===== src/rtl/mem_dump_uart_pkg.sv =====
// Shared definitions for the memory-dump UART block: sequencing states and
// UART framing constants.
package mem_dump_uart_pkg;

  typedef enum logic [2:0] {
    ST_IDLE,
    ST_FETCH,
    ST_WAIT,
    ST_SEND,
    ST_FIN
  } state_e;

  localparam logic        UART_START     = 1'b0;
  localparam logic        UART_STOP      = 1'b1;
  localparam int unsigned FRAME_BITS     = 10;
  localparam int unsigned BYTES_PER_WORD = 4;

endpackage


===== src/rtl/mem_dump_uart_tx.sv =====
// 8N1 byte serialiser: BAUD_DIV cycles per bit. Back-to-back frames are
// possible because ready also asserts in the final cycle of the stop bit.
module uart_tx_byte
  import mem_dump_uart_pkg::*;
#(
  parameter int unsigned BAUD_DIV = 434
) (
  input  logic       clk,
  input  logic       rst_n,
  input  logic       load,
  input  logic [7:0] data,
  output logic       ready,
  output logic       stop_ending,
  output logic       tx
);

  logic                  active;
  logic [FRAME_BITS-1:0] shreg;
  logic [15:0]           baud_cnt;
  logic [3:0]            bit_cnt;
  logic                  bit_end;
  logic                  last_bit;

  assign bit_end  = (baud_cnt == 16'(BAUD_DIV - 1));
  assign last_bit = (bit_cnt == 4'(FRAME_BITS - 1));

  always_ff @(posedge clk or negedge rst_n) begin
    if (!rst_n) begin
      active   <= 1'b0;
      shreg    <= '1;
      baud_cnt <= '0;
      bit_cnt  <= '0;
    end else if (load) begin
      active   <= 1'b1;
      shreg    <= {UART_STOP, data, UART_START};
      baud_cnt <= '0;
      bit_cnt  <= '0;
    end else if (active) begin
      if (bit_end) begin
        baud_cnt <= '0;
        if (last_bit) begin
          active <= 1'b0;
        end else begin
          shreg   <= {UART_STOP, shreg[FRAME_BITS-1:1]};
          bit_cnt <= bit_cnt + 4'd1;
        end
      end else begin
        baud_cnt <= baud_cnt + 16'd1;
      end
    end
  end

  assign tx          = active ? shreg[0] : UART_STOP;
  assign ready       = !active || (bit_end && last_bit);
  // One cycle of warning before the frame ends, used to start the next fetch early.
  assign stop_ending = active && last_bit && (baud_cnt == 16'(BAUD_DIV - 2));

endmodule


===== src/rtl/mem_dump_uart.sv =====
// Memory read-back over UART: reads a word range and sends each word as four
// 8N1 bytes, MSB byte first. Optional checksum trailer: MEM_DUMP_CHECKSUM_EN.
module mem_dump_uart
  import mem_dump_uart_pkg::*;
#(
  parameter int unsigned ADDR_W   = 12,
  parameter int unsigned DATA_W   = 32,
  parameter int unsigned BAUD_DIV = 434
) (
  input  logic              clk,
  input  logic              rst_n,
  input  logic              start,
  input  logic [ADDR_W-1:0] start_addr,
  input  logic [ADDR_W:0]   word_count,
  output logic              mem_rd_en,
  output logic [ADDR_W-1:0] mem_addr,
  input  logic [DATA_W-1:0] mem_rdata,
  output logic              tx,
  output logic              busy,
  output logic              done
);

  state_e            state, state_n;
  logic [ADDR_W-1:0] addr;
  logic [ADDR_W:0]   remaining;
  logic [DATA_W-1:0] word;
  logic [1:0]        byte_idx;
  logic              tail;
  logic              done_r;
  logic              uart_load, uart_ready, uart_stop_ending;
  logic [7:0]        tx_byte;
  logic              last_word, fetch_empty;
`ifdef MEM_DUMP_CHECKSUM_EN
  logic              csum_mode;
  logic [7:0]        csum;
`endif

  assign last_word   = (remaining == (ADDR_W+1)'(1));
  assign fetch_empty = (remaining == '0);

  always_comb begin
    tx_byte = word[{byte_idx, 3'b000} +: 8];
`ifdef MEM_DUMP_CHECKSUM_EN
    if (csum_mode) tx_byte = csum;
`endif
  end

  always_ff @(posedge clk or negedge rst_n) begin
    if (!rst_n) state <= ST_IDLE;
    else        state <= state_n;
  end

  // Leaving SEND on stop_ending (not on frame end) keeps the inter-word gap at two cycles.
  always_comb begin
    state_n   = state;
    mem_rd_en = 1'b0;
    uart_load = 1'b0;
    unique case (state)
      ST_IDLE:  if (start) state_n = ST_FETCH;
      ST_FETCH: begin
        if (fetch_empty) begin
`ifdef MEM_DUMP_CHECKSUM_EN
          state_n = ST_SEND;
`else
          state_n = ST_FIN;
`endif
        end else begin
          mem_rd_en = 1'b1;
          state_n   = ST_WAIT;
        end
      end
      ST_WAIT:  state_n = ST_SEND;
      ST_SEND: begin
        if (tail) begin
          if (uart_stop_ending) begin
`ifdef MEM_DUMP_CHECKSUM_EN
            if (csum_mode)      state_n = ST_FIN;
            else if (last_word) state_n = ST_SEND;
            else                state_n = ST_FETCH;
`else
            state_n = last_word ? ST_FIN : ST_FETCH;
`endif
          end
        end else begin
          uart_load = uart_ready;
        end
      end
      ST_FIN:   state_n = ST_IDLE;
      default:  state_n = ST_IDLE;
    endcase
  end

  always_ff @(posedge clk or negedge rst_n) begin
    if (!rst_n) begin
      addr      <= '0;
      remaining <= '0;
      word      <= '0;
      byte_idx  <= '0;
      tail      <= 1'b0;
      done_r    <= 1'b0;
`ifdef MEM_DUMP_CHECKSUM_EN
      csum_mode <= 1'b0;
      csum      <= '0;
`endif
    end else begin
      done_r <= (state == ST_FIN);
      if (state == ST_IDLE && start) begin
        addr      <= start_addr;
        remaining <= word_count;
        tail      <= 1'b0;
`ifdef MEM_DUMP_CHECKSUM_EN
        csum_mode <= 1'b0;
        csum      <= '0;
`endif
      end
`ifdef MEM_DUMP_CHECKSUM_EN
      if (state == ST_FETCH && fetch_empty) csum_mode <= 1'b1;
`endif
      if (state == ST_WAIT) begin
        word     <= mem_rdata;
        byte_idx <= 2'(BYTES_PER_WORD - 1);
        tail     <= 1'b0;
      end
      if (uart_load) begin
        byte_idx <= byte_idx - 2'd1;
        if (byte_idx == 2'd0) tail <= 1'b1;
`ifdef MEM_DUMP_CHECKSUM_EN
        if (csum_mode) tail <= 1'b1;
        else           csum <= csum + tx_byte;
`endif
      end
      if (state == ST_SEND && tail && uart_stop_ending) begin
        tail <= 1'b0;
`ifdef MEM_DUMP_CHECKSUM_EN
        if (!csum_mode) begin
          remaining <= remaining - (ADDR_W+1)'(1);
          if (last_word) csum_mode <= 1'b1;
          else           addr      <= addr + ADDR_W'(1);
        end
`else
        remaining <= remaining - (ADDR_W+1)'(1);
        if (!last_word) addr <= addr + ADDR_W'(1);
`endif
      end
    end
  end

  uart_tx_byte #(.BAUD_DIV(BAUD_DIV)) u_uart (
    .clk         (clk),
    .rst_n       (rst_n),
    .load        (uart_load),
    .data        (tx_byte),
    .ready       (uart_ready),
    .stop_ending (uart_stop_ending),
    .tx          (tx)
  );

  assign mem_addr = addr;
  assign busy     = (state != ST_IDLE);
  assign done     = done_r;

endmodule


===== config.mk =====
export PLATFORM = sky130hd
export DESIGN_NAME = mem_dump_uart
export DESIGN_NICKNAME = d
export VERILOG_FILES = /design/src/rtl/mem_dump_uart_pkg.sv /design/src/rtl/mem_dump_uart_tx.sv /design/src/rtl/mem_dump_uart.sv
export SDC_FILE = /design/constraint.sdc
export NUM_CORES = 1
export LEC_CHECK = 0
export CAP_MARGIN = 20
export CORE_UTILIZATION = 37
export CTS_CLUSTER_DIAMETER = 50
export DETAILED_ROUTE_END_ITERATION = 8
export HOLD_SLACK_MARGIN = 0.02
export PLACE_DENSITY_LB_ADDON = 0.3
export SYNTH_ARGS = -nofsm -noshare
export SYNTH_HDL_FRONTEND = slang
export SYNTH_SLANG_ARGS = --single-unit
export TNS_END_PERCENT = 20

===== constraint.sdc =====
create_clock -name clk -period 2 [get_ports clk]
set_clock_uncertainty 0.15 [all_clocks]
set_input_delay 0.4 -clock clk [delete_from_list [all_inputs] [get_ports clk]]
set_output_delay 0.4 -clock clk [all_outputs]
set_load 0.03 [all_outputs]

Word level (Yosys, flattened, before mapping):

Index checks and enable logic that the tools add are counted.

* logic and storage cells: 85
* output and inout port bits: 16
* input port bits: 60
* flip-flop bits (word level): 95

* shift-type cells: 1
* equal/unequal tests: 12
* add/subtract/negate cells: 5
* reduce and logical (&&, ||, !) cells: 18
* mux-type cells: 38

Operator list (number)
* 16-bit two-way mux: 3
* 10-bit two-way mux: 4
* 12-bit two-way mux: 3
* 16-bit by 9-bit equality test with 1-bit output, second input constant: 2
* 32-bit by 6-bit variable part select with 8-bit output: 1
* 13-bit two-way mux: 2
* 16-bit by 1-bit adder with 16-bit output, second input constant: 1
* 4-bit two-way mux: 4
* 3-bit two-way mux: 5
* 1-bit two-way mux: 14
* 13-bit by 1-bit equality test with 1-bit output, second input constant: 1
* 13-bit logical NOT: 1
* 13-bit by 1-bit subtractor with 13-bit output, second input constant: 1
* 12-bit by 1-bit adder with 12-bit output, second input constant: 1
* 3-bit case mux with 4 select lines: 1
* 2-bit nonzero test: 4
* 3-bit by 2-bit equality test with 1-bit output, second input constant: 2
* 1-bit logical AND: 6
* 2-bit != test, second input constant: 3
* 3-bit AND reduction: 2
* 4-bit by 1-bit adder with 4-bit output, second input constant: 1
* 4-bit equality test, second input constant: 1
* 2-bit two-way mux: 2
* 3-bit by 1-bit equality test with 1-bit output, second input constant: 1
* other kinds (8): 8

Logic depth before layout (Yosys ltp):

* depth after elaboration: 7
* depth in mapped cells: 9
* mapped depth without buffers: 7

Hierarchy:

Synthesis repeated with hierarchy kept, for this count alone.

* cells, all modules: 462
* area, all modules: 4939.7 um2

Modules (own cells, without submodules)
* mem_dump_uart: sequential area each 1601.5 um2, area an instance 3225.6 um2, times used 1, cells each 282
* uart_tx_byte: sequential area each 762.0 um2, area an instance 1714.1 um2, times used 1, cells each 180

Worst setup path after synthesis:

OpenSTA, ideal clock, no wires.

* kind: flip-flop to flip-flop
* start point: reg u_uart.baud_cnt[0]
* end point: reg addr[7] (netlist: mem_addr[7])
* cell stages (with the launch flop): 8
* buffers on the path: 0
* data required time: 1.731 ns
* data arrival time: 1.900 ns
* setup time: 0.119 ns
* setup slack: -0.169 ns
* period minus slack after synthesis: 2.169 ns
* path through: dfrtp_1 > inv_1 > ha_1 > nand3_1 > or3_4 > a211oi_4 > mux2_2 > o21a_1

* longest elaborated chain between the ends: 4

RTL lines
* start: declaration: RTL line mem_dump_uart_tx.sv:19 `logic [15:0] baud_cnt;`
* start signal: assignment: RTL line mem_dump_uart_tx.sv:48 `baud_cnt <= baud_cnt + 16'd1;`
* 16-bit by 9-bit equality test with 1-bit output: RTL line mem_dump_uart_tx.sv:56 `assign stop_ending = active && last_bit && (baud_cnt == 16'(BAUD_DIV - 2));`
* 1-bit logical AND: RTL line mem_dump_uart_tx.sv:56
* 1-bit logical AND: RTL line mem_dump_uart.sv:132 `if (state == ST_SEND && tail && uart_stop_ending) begin`
* 12-bit two-way mux: RTL line mem_dump_uart.sv:132
* end signal: assignment: RTL line mem_dump_uart.sv:108 `addr <= start_addr;`
* end signal: assignment: RTL line mem_dump_uart.sv:142 `if (!last_word) addr <= addr + ADDR_W'(1);`
* end: declaration: RTL line mem_dump_uart.sv:24 `logic [ADDR_W-1:0] addr;`

No other way between the ends.
A chain may end at the register's enable or synchronous reset.

Final worst setup path:

* start point: reg remaining[7]
* end point: out mem_rd_en

* longest elaborated chain between the ends: 3

RTL lines
* start: declaration: RTL line mem_dump_uart.sv:25 `logic [ADDR_W:0] remaining;`
* start signal: assignment: RTL line mem_dump_uart.sv:109 `remaining <= word_count;`
* start signal: assignment: RTL line mem_dump_uart.sv:141 `remaining <= remaining - (ADDR_W+1)'(1);`
* 13-bit logical NOT: RTL line mem_dump_uart.sv:39 `assign fetch_empty = (remaining == '0);`
* 1-bit two-way mux: RTL line mem_dump_uart.sv:61 `if (fetch_empty) begin`
* 1-bit two-way mux: RTL line mem_dump_uart.sv:58 `unique case (state)`
* end: declaration: RTL line mem_dump_uart.sv:15 `output logic mem_rd_en,`

No other way between the ends.

==> impl_metrics.csv <==
group,metric,value,unit
yosys,synth_xor_area_share,2.46,%
timing,period_share,113,%
cells_and_area,instances_no_fill,806,
worst_setup_path,cp_cell_sequence,"nor4_2 -> and4b_2 -> a211oi_2 -> buf_4",
yosys,yosys.area.top_type,"dfrtp_1",
placement,postPlaceCellArea,6490,um^2
worst_setup_path,cp.arrival,1700,ps
timing,drv_slew,0,
global_route,grt-ovfl-total,0,
worst_setup_path,critical_path_class,"register to output port",
clock_tree,cts_buffer_depth,2,
yosys,synth_top_family_by_area,"simple AND/OR/NAND/NOR gates",
timing,tns,-2220,ps
timing,fin_crit,2250,ps
cells_and_area,num_antenna_cells,0,
placement,hpwlAfterDp,8.83,mm
floorplan,start_util,37.8,%
yosys,synth_cells,470,
global_route,globalRouteMet1Util,24.3,%
timing,fmax,0.444,GHz
clock_tree,clock-sinks,94,
yosys,synth_fp_nets,540,
global_route,globalRouteTotalUtil,18.2,%
yosys,netlist_area,4990,um^2
global_route,gr-usage-met2,30.0,%
timing,hold_ws,297,ps
yosys,yosys.area_share.simple,17.7,%
yosys,synth_edf_count,0,
floorplan,core.rowCount,42,
pwr,power.total,3.95,mW
yosys,synth_warnings,0,
pwr,leakage,3.08,nW
clock_tree,insertion_delay,350,ps
yosys,ys_async_sr_fraction,100,%
global_route,grt_pass1_wl,20.1,mm
clock_tree,htree_levels,3,
worst_setup_path,crit_slowest_cell,"dfrtp_1",
routing,drc,0,
worst_setup_path,cp_max_fo,3,
placement,numPlacedInstances,775,
routing,vias,4282,
timing,rsz0062_at_grt,"yes",
global_route,antenna_found_initial,0,
status,status,"complete, but fails checks",
timing,finalHoldViolCount,0,
yosys,synth_top_area_share,42.6,%
routing,vias_per_cell,5.31,
worst_setup_path,endpoint_kind,"output port",
global_route,grt_busiest_layer,"met2",
worst_setup_path,cpPeakStageDelay,410,ps
global_route,grt_pass1_vias,4181,
clock_tree,cts_inserted_buffers,9,
worst_setup_path,worst-endpoint-required,1450,ps
job,cap_violations,0,
cells_and_area,fin_area,7260,um^2
routing,finalWirelength,12.6,mm
yosys,syn_area_per_cell,10.6,um^2
timing,relSlewSlack,62.1,%
floorplan,fp.dieArea,14000,um^2
yosys,synth_fa_ha_area_share,2.51,%
min_path,min_path_type,"input pin to async pin",
floorplan,core_area,13200,um^2
floorplan,io_pins,76,
clock_tree,cts_tree,"done",
yosys,synth_compound_area_share,14.0,%
timing,setup_viol,21,
placement,portBuffers,75,
worst_setup_path,cp-start-kind,"register",
clock_tree,path_clk_slew,70,ps
cells_and_area,areaGrowthSynthToFinish,45.6,%
status,violations,"negative setup slack",
floorplan,die_y,118,um
routing,ant_nets,0,
placement,gp_congestion,0.828,
routing,drtIter0Drc,265,
yosys,synth.area.top_cells,"dfrtp_1, mux2_2, dfstp_2",
cells_and_area,drive_above_1_share,33.8,%
clock_tree,cts_root_buf,"clkbuf_16",
floorplan,die_w,118,um
timing,timing.final.ws_setup,-253,ps
yosys,synth_mux_area_share,12.3,%
yosys,yosysSeqAreaShare,47.4,%
global_route,use_met3,2.71,%
routing,wire_per_inst,15.6,um
global_route,grt_max_degree,37,
yosys,synth-seq-cells,94,
timing,worstMarginPinSlew,565,ps
cells_and_area,nets,696,
pwr,ir_drop,0.373,mV
yosys,synth_cell_type_count,65,
pwr,cellPowerDensity,544,nW/um^2
routing,firstDrtPassIters,4,
yosys,yosys_most_used_dff,"dfrtp_1",
[repair_timing]
| action | CTS | global route |
|---|---|---|
| gates resized for setup | 37 | 59 |
| setup endpoints to repair | 47 | 60 |
| hold buffers | 1 | 0 |
| cloned | 1 | 1 |
| hold endpoints to repair | 11 | 0 |
| setup buffers | 6 | 8 |
| pin swaps | 6 | 27 |
[sequential cells by signal, indices dropped and copies added (netlist names), 2 cells and up]
register,cells
word,32
u_uart.baud_cnt,16
remaining,13
mem_addr,12
u_uart.shreg,9
u_uart.bit_cnt,4
state,3
byte_idx,2
[worst max-delay path, delay by kind of cell (launching register included)]
kind / cells / cell delay (ps)
AOI/OAI and AO/OA: 1 / 80
DFF: 1 / 410
and+or+nand+nor: 2 / 680
buffers and inverters: 1 / 180
[kinds of logic (layout without fill, tap and decap cells)]
kind of cell	after synthesis	in the layout
compound gates	100	100
buf+inv	41	201
xor+xnor	14	14
fa+ha+maj	10	10
simple gates	164	164
mux	47	47
flops	94	94
[worst paths after layout]
kind                       cells after the start  slack (ps)                          start                     endpoint
setup / recovery                               4        -250       remaining[7]$_DFFE_PN0P_                    mem_rd_en
hold / removal                                 2         300                          rst_n     remaining[5]$_DFFE_PN0P_
setup reg to reg                               8        -180  u_uart.bit_cnt[1]$_DFFE_PN0P_        mem_addr[8]$_DFF_PN0_
hold reg to reg                                2         340    u_uart.shreg[0]$_DFFE_PN1P_  u_uart.shreg[0]$_DFFE_PN1P_
max in group asynchronous                      3         790                          rst_n  u_uart.shreg[4]$_DFFE_PN1P_
min in group clk                               2         340    u_uart.shreg[0]$_DFFE_PN1P_  u_uart.shreg[0]$_DFFE_PN1P_
[layout make-up]
| class | count | area [um^2] |
|---|---|---|
| clock buffers | 9 | 225 |
| clock inverters | 6 | 68.8 |
| fillers | 1091 | 5930 |
| inverters | 17 | 63.8 |
| multi-input cells | 335 | 2750 |
| flip-flops and latches | 94 | 2360 |
| well taps | 176 | 220 |
| repair buffers | 169 | 1570 |
[metrics by stage]
stage	util [%]	worst slack, ps
after CTS	52.5	-293
final	55.1	-253
after global placement	49.2	-142
after floorplan	-	-169
after global routing	55.1	-324
after detailed placement	49.2	-178
[synth_stat cells (6+ instances only)]
library cell,instances
nand4_1,10
dfrtp_1,85
buf_2,13
mux4_2,8
a21oi_1,19
clkbuf_1,9
a31oi_1,10
inv_1,17
mux2_2,33
xnor2_1,11
mux2i_1,6
o22ai_1,18
nor2_1,47
nand2_1,29
dfstp_2,9
nand3_1,17
o21ai_0,10
and2_1,7
ha_1,10
nor3_1,10
[layout by cell type, fill, tap and decap left out, drive strengths merged, types with 3 or more instances in the layout]
master and n:
o211ai 5, dfstp 9, ha 10, xor2 3, nor3 10, nand4 11
nand3 18, o22ai 18, dfrtp 85, nand3b 4, a211oi 3, and2 7
dlygate4sd2 8, o211a 5, a31oi 10, nand2b 4, nor3b 3, a21o 4
mux2 33, mux4 8, dlymetal6s2s 4, o21ai 11, mux2i 6, clkdlybuf4s50 60
inv 20, clkbuf 9, nor4 6, xnor2 11, nand2 30, buf 95
nor2 47, a211o 4, and3 5, or3 6, a21oi 20
[power breakdown]
| group | leakage, nW | switching [mW] | internal (mW) | total [mW] |
|---|---|---|---|---|
| Combinational | 1.83 | 0.0730 | 0.154 | 0.227 |
| Sequential | 1.10 | 0.0266 | 1.95 | 1.98 |
| Clock | 0.143 | 0.776 | 0.974 | 1.75 |
| Total | 3.08 | 0.876 | 3.08 | 3.95 |
[layer usage]
metal  routed length [um]  vias up  part of all wire, %
met5                    0        -                    0
met2                 6350       87                   50
met1                 5680     2124                   45
li1                     -     2056                    -
met4                  201        0                  1.6
met3                  374       15                  3.0
Power figures use the tool's default switching activity.
